--- src/rtl/wb_arb_pkg.sv ---
// Shared types and default widths for the writeback port arbiter.
// Optional feature macro used by the top: WB_BYPASS_EN (same-cycle LU write-through).
package wb_arb_pkg;

  localparam int DATA_W = 32;
  localparam int ADDR_W = 5;

  // One queued long-latency result at the default widths.
  typedef struct packed {
    logic [ADDR_W-1:0] rd;
    logic [DATA_W-1:0] data;
  } wb_entry_t;

  // Who owns the register-file write port this cycle.
  typedef enum logic [1:0] {
    GNT_NONE = 2'd0,
    GNT_PIPE = 2'd1,
    GNT_BUF  = 2'd2,
    GNT_BYP  = 2'd3
  } grant_t;

endpackage

--- src/rtl/wb_result_fifo.sv ---
// Circular buffer for long-latency results. Exposes per-entry rd/valid taps
// so the top can compare decode sources against every pending destination.
module wb_result_fifo #(
  parameter int DEPTH  = 2,
  parameter int ADDR_W = 5,
  parameter int DATA_W = 32
) (
  input  logic                         clk_i,
  input  logic                         rst_n_i,
  input  logic                         push_i,
  input  logic [ADDR_W-1:0]            push_rd_i,
  input  logic [DATA_W-1:0]            push_data_i,
  input  logic                         pop_i,
  output logic [ADDR_W-1:0]            head_rd_o,
  output logic [DATA_W-1:0]            head_data_o,
  output logic                         full_o,
  output logic                         empty_o,
  output logic [DEPTH-1:0][ADDR_W-1:0] ent_rd_o,
  output logic [DEPTH-1:0]             ent_vld_o
);

  localparam int PTR_W = $clog2(DEPTH);
  localparam int CNT_W = PTR_W + 1;

  logic [DEPTH-1:0][ADDR_W-1:0] mem_rd_q, mem_rd_d;
  logic [DEPTH-1:0][DATA_W-1:0] mem_data_q, mem_data_d;
  logic [DEPTH-1:0]             vld_q, vld_d;
  logic [PTR_W-1:0]             wr_ptr_q, wr_ptr_d;
  logic [PTR_W-1:0]             rd_ptr_q, rd_ptr_d;
  logic [CNT_W-1:0]             count_q, count_d;

  // Next-state for storage, pointers and occupancy; pointers wrap naturally (power-of-two depth).
  always_comb begin
    mem_rd_d   = mem_rd_q;
    mem_data_d = mem_data_q;
    vld_d      = vld_q;
    wr_ptr_d   = wr_ptr_q;
    rd_ptr_d   = rd_ptr_q;
    count_d    = count_q;
    if (pop_i) begin
      vld_d[rd_ptr_q] = 1'b0;
      rd_ptr_d        = rd_ptr_q + 1'b1;
    end
    if (push_i) begin
      mem_rd_d[wr_ptr_q]   = push_rd_i;
      mem_data_d[wr_ptr_q] = push_data_i;
      vld_d[wr_ptr_q]      = 1'b1;
      wr_ptr_d             = wr_ptr_q + 1'b1;
    end
    if (push_i && !pop_i) count_d = count_q + CNT_W'(1);
    else if (pop_i && !push_i) count_d = count_q - CNT_W'(1);
  end

  // State registers; a reset drops every queued entry.
  always_ff @(posedge clk_i or negedge rst_n_i) begin
    if (!rst_n_i) begin
      mem_rd_q   <= '0;
      mem_data_q <= '0;
      vld_q      <= '0;
      wr_ptr_q   <= '0;
      rd_ptr_q   <= '0;
      count_q    <= '0;
    end else begin
      mem_rd_q   <= mem_rd_d;
      mem_data_q <= mem_data_d;
      vld_q      <= vld_d;
      wr_ptr_q   <= wr_ptr_d;
      rd_ptr_q   <= rd_ptr_d;
      count_q    <= count_d;
    end
  end

  assign head_rd_o   = mem_rd_q[rd_ptr_q];
  assign head_data_o = mem_data_q[rd_ptr_q];
  assign full_o      = (count_q == CNT_W'(DEPTH));
  assign empty_o     = (count_q == '0);
  assign ent_rd_o    = mem_rd_q;
  assign ent_vld_o   = vld_q;

endmodule

--- src/rtl/wb_port_arbiter.sv ---
// Shares the register-file write port between the pipeline WB stream and queued
// long-latency results, with starvation-forced drains and decode hazard reporting.
// Optional: define WB_BYPASS_EN to write an LU result straight through when the port is idle.
module wb_port_arbiter
  import wb_arb_pkg::*;
#(
  parameter int DATA_W       = wb_arb_pkg::DATA_W,
  parameter int ADDR_W       = wb_arb_pkg::ADDR_W,
  parameter int BUF_DEPTH    = 2,
  parameter int STARVE_LIMIT = 4
) (
  input  logic              clk_i,
  input  logic              rst_n_i,
  input  logic              pipe_we_i,
  input  logic [ADDR_W-1:0] pipe_rd_i,
  input  logic [DATA_W-1:0] pipe_data_i,
  input  logic              lu_valid_i,
  input  logic [ADDR_W-1:0] lu_rd_i,
  input  logic [DATA_W-1:0] lu_data_i,
  output logic              lu_ready_o,
  input  logic [ADDR_W-1:0] chk_rs1_i,
  input  logic [ADDR_W-1:0] chk_rs2_i,
  input  logic [ADDR_W-1:0] chk_rd_i,
  output logic              hazard_o,
  output logic              stall_o,
  output logic              rf_we_o,
  output logic [ADDR_W-1:0] rf_rd_o,
  output logic [DATA_W-1:0] rf_data_o
);

  localparam int SW = $clog2(STARVE_LIMIT + 1);

  logic [SW-1:0]                    starve_q, starve_d;
  logic                             full, empty, push, pop;
  logic [ADDR_W-1:0]                head_rd;
  logic [DATA_W-1:0]                head_data;
  logic [BUF_DEPTH-1:0][ADDR_W-1:0] ent_rd;
  logic [BUF_DEPTH-1:0]             ent_vld;
  logic                             accept, lu_keep, pipe_wr, force_drain, hit;
  grant_t                           grant;

  wb_result_fifo #(
    .DEPTH (BUF_DEPTH),
    .ADDR_W(ADDR_W),
    .DATA_W(DATA_W)
  ) u_fifo (
    .clk_i      (clk_i),
    .rst_n_i    (rst_n_i),
    .push_i     (push),
    .push_rd_i  (lu_rd_i),
    .push_data_i(lu_data_i),
    .pop_i      (pop),
    .head_rd_o  (head_rd),
    .head_data_o(head_data),
    .full_o     (full),
    .empty_o    (empty),
    .ent_rd_o   (ent_rd),
    .ent_vld_o  (ent_vld)
  );

  // Port grant, FIFO push/pop and starvation counter next-state.
  always_comb begin
    accept      = rst_n_i && lu_valid_i && !full;
    lu_keep     = accept && (lu_rd_i != '0);
    pipe_wr     = pipe_we_i && (pipe_rd_i != '0);
    force_drain = (starve_q == SW'(STARVE_LIMIT)) && !empty;
    grant       = GNT_NONE;
    if (force_drain)  grant = GNT_BUF;
    else if (pipe_wr) grant = GNT_PIPE;
    else if (!empty)  grant = GNT_BUF;
`ifdef WB_BYPASS_EN
    else if (lu_keep) grant = GNT_BYP;
`endif
    pop  = (grant == GNT_BUF);
    push = lu_keep && (grant != GNT_BYP);

    starve_d = starve_q;
    if (empty || pop) starve_d = '0;
    else if (grant == GNT_PIPE && starve_q != SW'(STARVE_LIMIT)) starve_d = starve_q + SW'(1);
  end

  // Hazard compare against every pending destination and the result entering this cycle.
  always_comb begin
    hit = 1'b0;
    for (int i = 0; i < BUF_DEPTH; i++) begin
      if (ent_vld[i] && ((chk_rs1_i != '0 && chk_rs1_i == ent_rd[i]) ||
                         (chk_rs2_i != '0 && chk_rs2_i == ent_rd[i]) ||
                         (chk_rd_i  != '0 && chk_rd_i  == ent_rd[i])))
        hit = 1'b1;
    end
    if (lu_keep && ((chk_rs1_i != '0 && chk_rs1_i == lu_rd_i) ||
                    (chk_rs2_i != '0 && chk_rs2_i == lu_rd_i) ||
                    (chk_rd_i  != '0 && chk_rd_i  == lu_rd_i)))
      hit = 1'b1;
  end

  // Write-port data mux driven by the grant.
  always_comb begin
    rf_rd_o   = '0;
    rf_data_o = '0;
    case (grant)
      GNT_PIPE: begin rf_rd_o = pipe_rd_i; rf_data_o = pipe_data_i; end
      GNT_BUF:  begin rf_rd_o = head_rd;   rf_data_o = head_data;   end
      GNT_BYP:  begin rf_rd_o = lu_rd_i;   rf_data_o = lu_data_i;   end
      default:  begin rf_rd_o = '0;        rf_data_o = '0;          end
    endcase
  end

  // Starvation counter register.
  always_ff @(posedge clk_i or negedge rst_n_i) begin
    if (!rst_n_i) starve_q <= '0;
    else          starve_q <= starve_d;
  end

  // Control outputs are held low while reset is asserted.
  assign lu_ready_o = rst_n_i && !full;
  assign stall_o    = rst_n_i && force_drain;
  assign rf_we_o    = rst_n_i && (grant != GNT_NONE);
  assign hazard_o   = rst_n_i && hit;

endmodule
--- config.mk ---
export PLATFORM = sky130hd
export DESIGN_NAME = wb_port_arbiter
export DESIGN_NICKNAME = d
export VERILOG_FILES = /design/src/rtl/wb_arb_pkg.sv /design/src/rtl/wb_result_fifo.sv /design/src/rtl/wb_port_arbiter.sv
export SDC_FILE = /design/constraint.sdc
export NUM_CORES = 1
export LEC_CHECK = 0
export CAP_MARGIN = 20
export CORE_UTILIZATION = 46
export CTS_CLUSTER_SIZE = 40
export DETAILED_ROUTE_END_ITERATION = 8
export PLACE_DENSITY = 0.76
export SYNTH_ARGS = -nofsm -noshare
export SYNTH_HDL_FRONTEND = slang
export SYNTH_SLANG_ARGS = --single-unit
--- constraint.sdc ---
create_clock -name clk_i -period 5.6 [get_ports clk_i]
set_clock_uncertainty 0.2 [all_clocks]
set_input_delay 0.84 -clock clk_i [delete_from_list [all_inputs] [get_ports clk_i]]
set_output_delay 0.84 -clock clk_i [all_outputs]
set_load 0.02 [all_outputs]
==> After elaboration in Yosys (flattened, before gate mapping) <==
Cells that the tools add are included.
{ "op_classes": {"addsub": 5, "n_reduce_logical": 47, "bitwise_logic": 3, "order_cmp": 4, "mux": 28, "n_eq_ne": 16} }
{ "op_table": {"columns": ["op", "count"], "rows": [
  ["$mux W32", 3],
  ["$pmux W32 S3", 1],
  ["$bwmux W64", 1],
  ["$eq A5 B5 Y1", 9],
  ["$demux W32 S1", 1],
  ["$logic_and A1 B1 Y1", 27],
  ["$reduce_bool A5 Y1", 5],
  ["$mux W5", 3],
  ["$pmux W5 S3", 1],
  ["$mux W2", 7],
  ["$bwmux W10", 1],
  ["$logic_or A1 B1 Y1", 7],
  ["$eq A2 B2 Y1 const B", 3],
  ["$mux W3", 2],
  ["$reduce_bool A2 Y1", 3],
  ["$demux W5 S1", 1],
  ["$mux W1", 5],
  ["$logic_not A1 Y1", 4],
  ["$lt A1 B2 Y1 const B", 2],
  ["$add A3 B1 Y3 const B", 1],
  ["$eq A3 B3 Y1 const B", 1],
  ["$ne A3 B3 Y1 const B", 1],
  ["$add A1 B1 Y1 const B", 2],
  ["$add A2 B1 Y2 const B", 1],
  ["9 further kinds", 11]
]} }
{ "totals": {"word_cells": 112, "ff_bits": 83, "out_inout_bits": 41, "input_bits": 93} }

==> Logic depth before layout (Yosys ltp) <==
Gate-level depths: netlist of the first run.
{ "logic_depth": {"ltp_word": 10, "depth_mapped": 11} }

==> Cells and area by module <==
A second synthesis of the first run with hierarchy kept.
{ "unflattened": {"cells_unflattened": 440, "area_unflattened_um2": 4865.9} }
{ "modules_own_cells": {"columns": ["module", "area_per_inst_um2", "seq_area_each_um2", "n_inst", "cells_per_inst"], "rows": [
  ["wb_result_fifo", 3454.6, 2001.9, 1, 220],
  ["wb_port_arbiter", 1411.4, 75.1, 1, 220]
]} }

==> Worst setup path before layout of the first run <==
No wires, ideal clock.
{ "synth_path": {"path_type": "input port to output port", "startpoint": "in pipe_rd_i[0]", "endpoint": "out rf_data_o[0]", "required_ns": 4.560, "t_arrival_ns": 2.526, "setup_slack_ns": 2.034, "path_stages": 5, "cell_sequence": "or4_1 -> o211a_1 -> clkbuf_1 -> clkbuf_1 -> o31ai_1"} }
{ "synth_via": {"elab_chain_len": 6, "elab_cells_between_ends": 8, "cone_classes": "eq/ne (3); mux (3); reduce/logical (2)"} }
{ "synth_rtl": {"columns": ["item", "line_no", "rtl"], "rows": [
  ["from (decl)", "wb_port_arbiter.sv:15", "input logic [ADDR_W-1:0] pipe_rd_i,"],
  ["$reduce_bool A5 Y1 (*)", "wb_port_arbiter.sv:65", "pipe_wr = pipe_we_i && (pipe_rd_i != '0);"],
  ["$logic_and A1 B1 Y1 (*)", "wb_port_arbiter.sv:65", null],
  ["$mux W2 (*)", "wb_port_arbiter.sv:69", "else if (pipe_wr) grant = GNT_PIPE;"],
  ["$mux W2 (*)", "wb_port_arbiter.sv:68", "if (force_drain) grant = GNT_BUF;"],
  ["$eq A2 B2 Y1 / $eq A2 B1 Y1 (equally long branches)", "wb_port_arbiter.sv:101", "case (grant)"],
  ["$pmux W32 S3 (*)", "wb_port_arbiter.sv:101", null],
  ["to (decl)", "wb_port_arbiter.sv:28", "output logic [DATA_W-1:0] rf_data_o"]
]} }
Every way passes the cells marked *; elsewhere a longest branch is shown, timed or not.

==> Worst setup path after layout of the first run <==
{ "layout_path": {"startpoint": "in pipe_rd_i[0]", "endpoint": "out rf_data_o[27]"} }
Same word-level chain as after synthesis.

==> impl_metrics.tcl, run 1 <==
set metrics [dict create \
    run_status "finished, final reports clean" \
    ioPinCount 134 \
    num-fill-cells 777 \
    cts_tree "done" \
    path_cells "clkdlybuf4s50_1, or4_1, o211a_4, o31ai_1, clkdlybuf4s50_1" \
    switching_share_pct 36.26 \
    place.gp.congestion 0.9181 \
    maxCapViolations 0 \
    slew_headroom_pct 38.75 \
    crit_required_ns 4.56 \
    setup_slack_ns 1.191 \
    ff_latch_area_um2 2078 \
    period_share_pct 78.73 \
    worstReg2RegStart "u_fifo.count_q[0]" \
    crit_fanout 82 \
    yosysMostFrequentCell "dfrtp_1" \
    design.die.area_um2 10880 \
    drc 0 \
    synth_enable_flop_cells 0 \
    p_per_area_nw_per_um2 482.3 \
    crit_slowest_cell "clkdlybuf4s50_1" \
    h-tree-depth 3 \
    synth_cell_types 29 \
    power_mw 3.102 \
    rsz0062_at_grt "no" \
    reg2reg_to "u_fifo.count_q[1]" \
    via_per_inst 5.335 \
    numCtsBuffers 9 \
    synth.area.top_cells "dfrtp_1, mux2_4, mux2i_1" \
    syn-cell-area_um2 4816 \
    p_sw_mw 1.125 \
    start_util_pct 48.38 \
    ant_nets 0 \
    hold_violations 0 \
    synth_top_cell_by_area "dfrtp_1" \
    track_usage_pct 21.66 \
    core-area_um2 9955 \
    pwr-share-clk_pct 15.9 \
    die_x_um 104.3 \
    met1_length_mm 5.152 \
    finalSetupTns_ns 0 \
    pre_cts_ws_ns 1.158 \
    syn_area_per_cell_um2 11.80 \
    startpoint_type "input port" \
    yosys_warnings 0 \
    cts_hold_buffers 0 \
    dp_hpwl_mm 7.806 \
    ys_seq_elements 83 \
    grt_max_degree 83 \
    p_leak_nw 2.722 \
    fin_crit_ns 4.409 \
    internal_power_mw 1.978 \
    ys_seq_area_share_pct 43.13 \
    syn_inst 408 \
    cts.sinks 83 \
    routed-wl-met3_um 508 \
    dr.max_layer_used "met4" \
    cp.arrival_ns 3.37 \
    critPathBufInv 2 \
    grt_pass1_wl_mm 18.62 \
    vias 3537 \
    syn_nets 504 \
    cts_buffer_depth 2 \
    overflow 0 \
    diodes 0 \
    first_pass_iters 4 \
    r2r_cells 7 \
    vdd_drop_max_mv 0.2510 \
    tightest_slew_ns 0.9165 \
    hold_ws_ns 0.2266 \
    root_buffer "clkbuf_8" \
    clk_latency_ns 0.36 \
    clkSlewWorstSetupHoldPaths_ns 0.09 \
    setup_violations 0 \
    wl_per_cell_um 16.85 \
    post_cts_resized 0 \
    die_h_um 104.3 \
    hp-class "in -> async" \
    drive_above_1_share_pct 13.96 \
    finalWirelength_mm 11.17 \
    drt_first_iter_violations 127 \
    p_seq_share_pct 37.1 \
    std_cell_rows 36 \
    met2RoutedLength_mm 5.320 \
    netlist.area_leader.share_pct 43.13 \
    dpl.cell_count 646 \
    areaGrowthSynthToFinish_pct 33.57 \
    ys.flop_type "dfrtp_1" \
    cpMostUsedCell "clkdlybuf4s50_1" \
    synth.cells.most_frequent "dfrtp_1, o31ai_1, mux2_4, nand2_1, mux2i_1" \
    multi_input_area_um2 2572 \
    r2r_slack_ns 2.76 \
    io_buffers 133 \
    criticalPathCategory "in -> out" \
    slowest_delay_ns 0.66 \
    antenna_found_initial 0 \
    slew_viol_final 0 \
    fmax_mhz 226.8 \
    fin_cells 663 \
    cts_setup_buffers 0 \
    fin_nets 621 \
    grt_pass1_vias 3679 \
    critPathCaptureType "primary output" \
    crit_family "buffers and inverters" \
    pwr-share-comb_pct 47.1 \
    ys_async_sr_fraction_pct 100.0 \
]
[sequential cells by signal (all words and copies together) (netlist names)]
register and count:
u_fifo.mem_data_q 64, u_fifo.ent_rd_o 10, starve_q 3, u_fifo.count_q 2, u_fifo.ent_vld_o 2, u_fifo.rd_ptr_q 1, u_fifo.wr_ptr_q 1
[worst max-delay path by stage]
stage                       startpoint            end  slack, ns  cells past startpoint
final                     pipe_rd_i[0]  rf_data_o[27]       1.19                      5
after global routing      pipe_rd_i[0]  rf_data_o[27]       1.07                      5
after CTS                 pipe_rd_i[0]  rf_data_o[30]       1.16                      5
after detailed placement  pipe_rd_i[0]  rf_data_o[30]       1.16                      5
after global placement    pipe_rd_i[0]  rf_data_o[19]       1.26                      5
after floorplan           pipe_rd_i[0]   rf_data_o[0]       2.03                      5
[power by group through the flow]
| stage | logic (mW) | registers, mW | clock network [mW] |
|---|---|---|---|
| 2_1_floorplan | 1.06 | 1.06 | 0 |
| 3_3_place_gp | 1.43 | 1.14 | 0 |
| 3_5_place_dp | 1.47 | 1.15 | 0 |
| 4_1_cts | 1.47 | 1.15 | 0.507 |
| 5_1_grt | 1.58 | 1.19 | 0.531 |
| 6_report | 1.46 | 1.15 | 0.493 |
[cell usage in the layout (no fill, tap or decap), drive strengths merged, types with 3 or more instances in the layout]
cell           netlist  layout
and3                 3       3
buf                 11       5
clkbuf              20       9
clkdlybuf4s50        0     132
dfrtp               83      83
ha                   3       3
inv                  4       8
mux2                74      74
mux2i               37      37
nand2               38      38
nand3               10      10
nor2                 8       8
nor4                 9       9
o31ai               40      40
or4                  5       5
xnor2               28      28
xor2                22      22
[per-stage QoR]
step	utilization [%]	cell area, um2
after floorplan	-	4816
after global placement	62.12	6183
after detailed placement	62.12	6183
after CTS	64.42	6412
after global routing	64.62	6432
final	64.62	6432
[per-layer routing]
layer	vias to the layer above	GRT usage, %
met3	17	4.135
met2	93	35.24
met1	1736	28.82
met4	0	7.449
met5	-	0
li1	1691	-
[kinds of logic after synthesis]
kind of cell / share of synthesized area (%)
buffers and inverters: 3.923
AO/OA/AOI/OAI: 7.300
adder cells (fa/ha/maj): 0.7795
AND/OR/NAND/NOR: 7.821
flip-flops: 43.13
XOR/XNOR: 9.093
multiplexers: 27.96
[cell type report]
cell class              instances  share of cell area (%)
multi-input cells             290                   39.99
well taps                     133                   2.587
repair buffers                137                   21.32
flip-flops and latches         83                   32.31
clock inverters                 7                   1.634
clock buffers                   9                   1.926
inverters                       4                  0.2334
Note: power is estimated with default switching activity, not from simulation.
==> run 2: changes to the inputs <==
clock period = 4.4 ns   (was 5.6 ns; I/O delays follow)
==> impl_metrics.tcl, run 2 (synthesized netlist as in run 1, its figures left out) <==
set metrics [dict create \
    final_common_cell "clkdlybuf4s50_1" \
    track_usage_pct 21.60 \
    hold_ws_ns 0.2890 \
    largest_reg_flops 64 \
    critPathCaptureType "primary output" \
    fmax_mhz 244.6 \
    run_status "finished, final reports clean" \
    r2r_cells 6 \
    crit_slowest_cell "clkdlybuf4s50_1" \
    internal_power_mw 2.597 \
    ant_nets 0 \
    cts_tree "done" \
    fin_nets 623 \
    pwr-share-comb_pct 45.2 \
    std_cell_rows 36 \
    top_register "u_fifo.mem_data_q" \
    pwr-share-clk_pct 16.7 \
    post_cts_resized 0 \
    vdd_drop_max_mv 0.3135 \
    io_buffers 133 \
    finalWirelength_mm 11.27 \
    cpMostUsedCell "clkdlybuf4s50_1" \
    hp-class "reg -> reg" \
    ioPinCount 134 \
    grt_pass1_vias 3782 \
    hold_violations 0 \
    vias 3542 \
    first_pass_iters 4 \
    crit_required_ns 3.54 \
    drt_first_iter_violations 184 \
    overflow 0 \
    hold-path-cell-count 1 \
    die_x_um 104.3 \
    grt_pass1_wl_mm 18.80 \
    crit_fanout 82 \
    switching_share_pct 35.00 \
    wl_per_cell_um 16.97 \
    period_share_pct 92.93 \
    startpoint_type "input port" \
    areaGrowthSynthToFinish_pct 34.50 \
    p_per_area_nw_per_um2 616.9 \
    die_h_um 104.3 \
    design.die.area_um2 10880 \
    antenna_found_initial 0 \
    via_per_inst 5.334 \
    p_sw_mw 1.398 \
    dp_hpwl_mm 7.832 \
    maxCapViolations 0 \
    place.gp.congestion 0.8934 \
    p_seq_share_pct 38.2 \
    clkSlewWorstSetupHoldPaths_ns 0.08 \
    slowest_delay_ns 0.68 \
    fin_crit_ns 4.089 \
    clk_latency_ns 0.34 \
    mostFrequentLayoutCells "clkdlybuf4s50_1, dfrtp_1, o31ai_1" \
    h-tree-depth 3 \
    start_util_pct 48.38 \
    rsz0062_at_grt "no" \
    tightest_slew_ns 1.039 \
    finalSetupTns_ns 0 \
    numCtsBuffers 9 \
    criticalPathCategory "in -> out" \
    core-area_um2 9955 \
    slew_headroom_pct 30.71 \
    cts_buffer_depth 2 \
    path_cells "clkdlybuf4s50_1, or4_1, o211a_4, o31ai_1, clkdlybuf4s50_1" \
    root_buffer "clkbuf_8" \
    diodes 0 \
    setup_violations 0 \
    p_leak_nw 2.745 \
    grt_max_degree 83 \
    cts.sinks 83 \
    drive_above_1_share_pct 13.94 \
    cp.arrival_ns 3.23 \
    slew_viol_final 0 \
    drc 0 \
]
-- run 2: cell types whose count changed in the layout (fill, tap and decap cells not counted), sizes merged --
cell	before	now
inv	8	4
clkbuf	9	11
buf	5	6
bufinv	2	3
dlygate4sd3	0	1
-- run 2: stage by stage --
| stage | utilization [%] | instance area [um2] | cells | power (mW) | setup WS, ns |
|---|---|---|---|---|---|
| after global placement | 62.19 | 6191 | 647 | 3.280 | 0.3748 |
| final | 65.07 | 6477 | 664 | 3.996 | 0.3109 |
| after global routing | 65.07 | 6477 | 664 | 4.242 | 0.1972 |
| after floorplan | - | 4816 | 408 | 2.700 | 1.194 |
| after CTS | 64.79 | 6450 | 663 | 4.024 | 0.3257 |
| after detailed placement | 62.19 | 6191 | 647 | 3.347 | 0.3405 |
-- run 2: final cells by class --
| type | instances | area, um2 |
|---|---|---|
| well taps | 133 | 166.4 |
| clock buffers | 11 | 151.4 |
| repair buffers | 139 | 1396 |
| flip-flops and latches | 83 | 2078 |
| multi-input cells | 290 | 2572 |
| fillers | 796 | 3477 |
| inverters | 4 | 15.01 |
| clock inverters | 4 | 97.59 |
-- run 2: path summary, 6_finish.rpt --
path	to	start	slack, ns
max	rf_data_o[19]	pipe_rd_i[0]	0.31
min	u_fifo.mem_data_q[23]	u_fifo.mem_data_q[23]	0.29
max reg2reg	u_fifo.mem_data_q[3]	u_fifo.count_q[0]	1.47
min reg2reg	u_fifo.mem_data_q[23]	u_fifo.mem_data_q[23]	0.29
max in group asynchronous	u_fifo.rd_ptr_q	rst_n_i	2.70
min in group asynchronous	u_fifo.mem_data_q[32]	rst_n_i	0.45
-- run 2: power by group through the flow --
stage               Combinational, mW  Clock [mW]  Sequential (mW)
global route                     1.95       0.712             1.58
floorplan                        1.35           0             1.35
finish                           1.80       0.666             1.52
global placement                 1.77           0             1.51
detailed placement               1.82           0             1.53
CTS                              1.82       0.679             1.52
-- run 2: routing by layer --
layer / global-route usage (%) / share of wire [%] / up-vias
met5: 0 / 0 / -
met4: 8.061 / 1.9 / 0
met2: 35.00 / 47 / 96
li1: - / - / 1689
met1: 28.92 / 47 / 1737
met3: 3.634 / 3.8 / 20
-- run 2: worst max-delay path: cells and delay by family --
kind / cells / cell delay, ns
simple gates: 1 / 0.54
compound gates: 2 / 0.92
buf+inv: 2 / 1.09
-- run 2: repair_timing --
item                      4_1_cts  5_1_grt
setup buffers                   0        0
hold endpoints to repair        3        0
hold buffers                    1        0
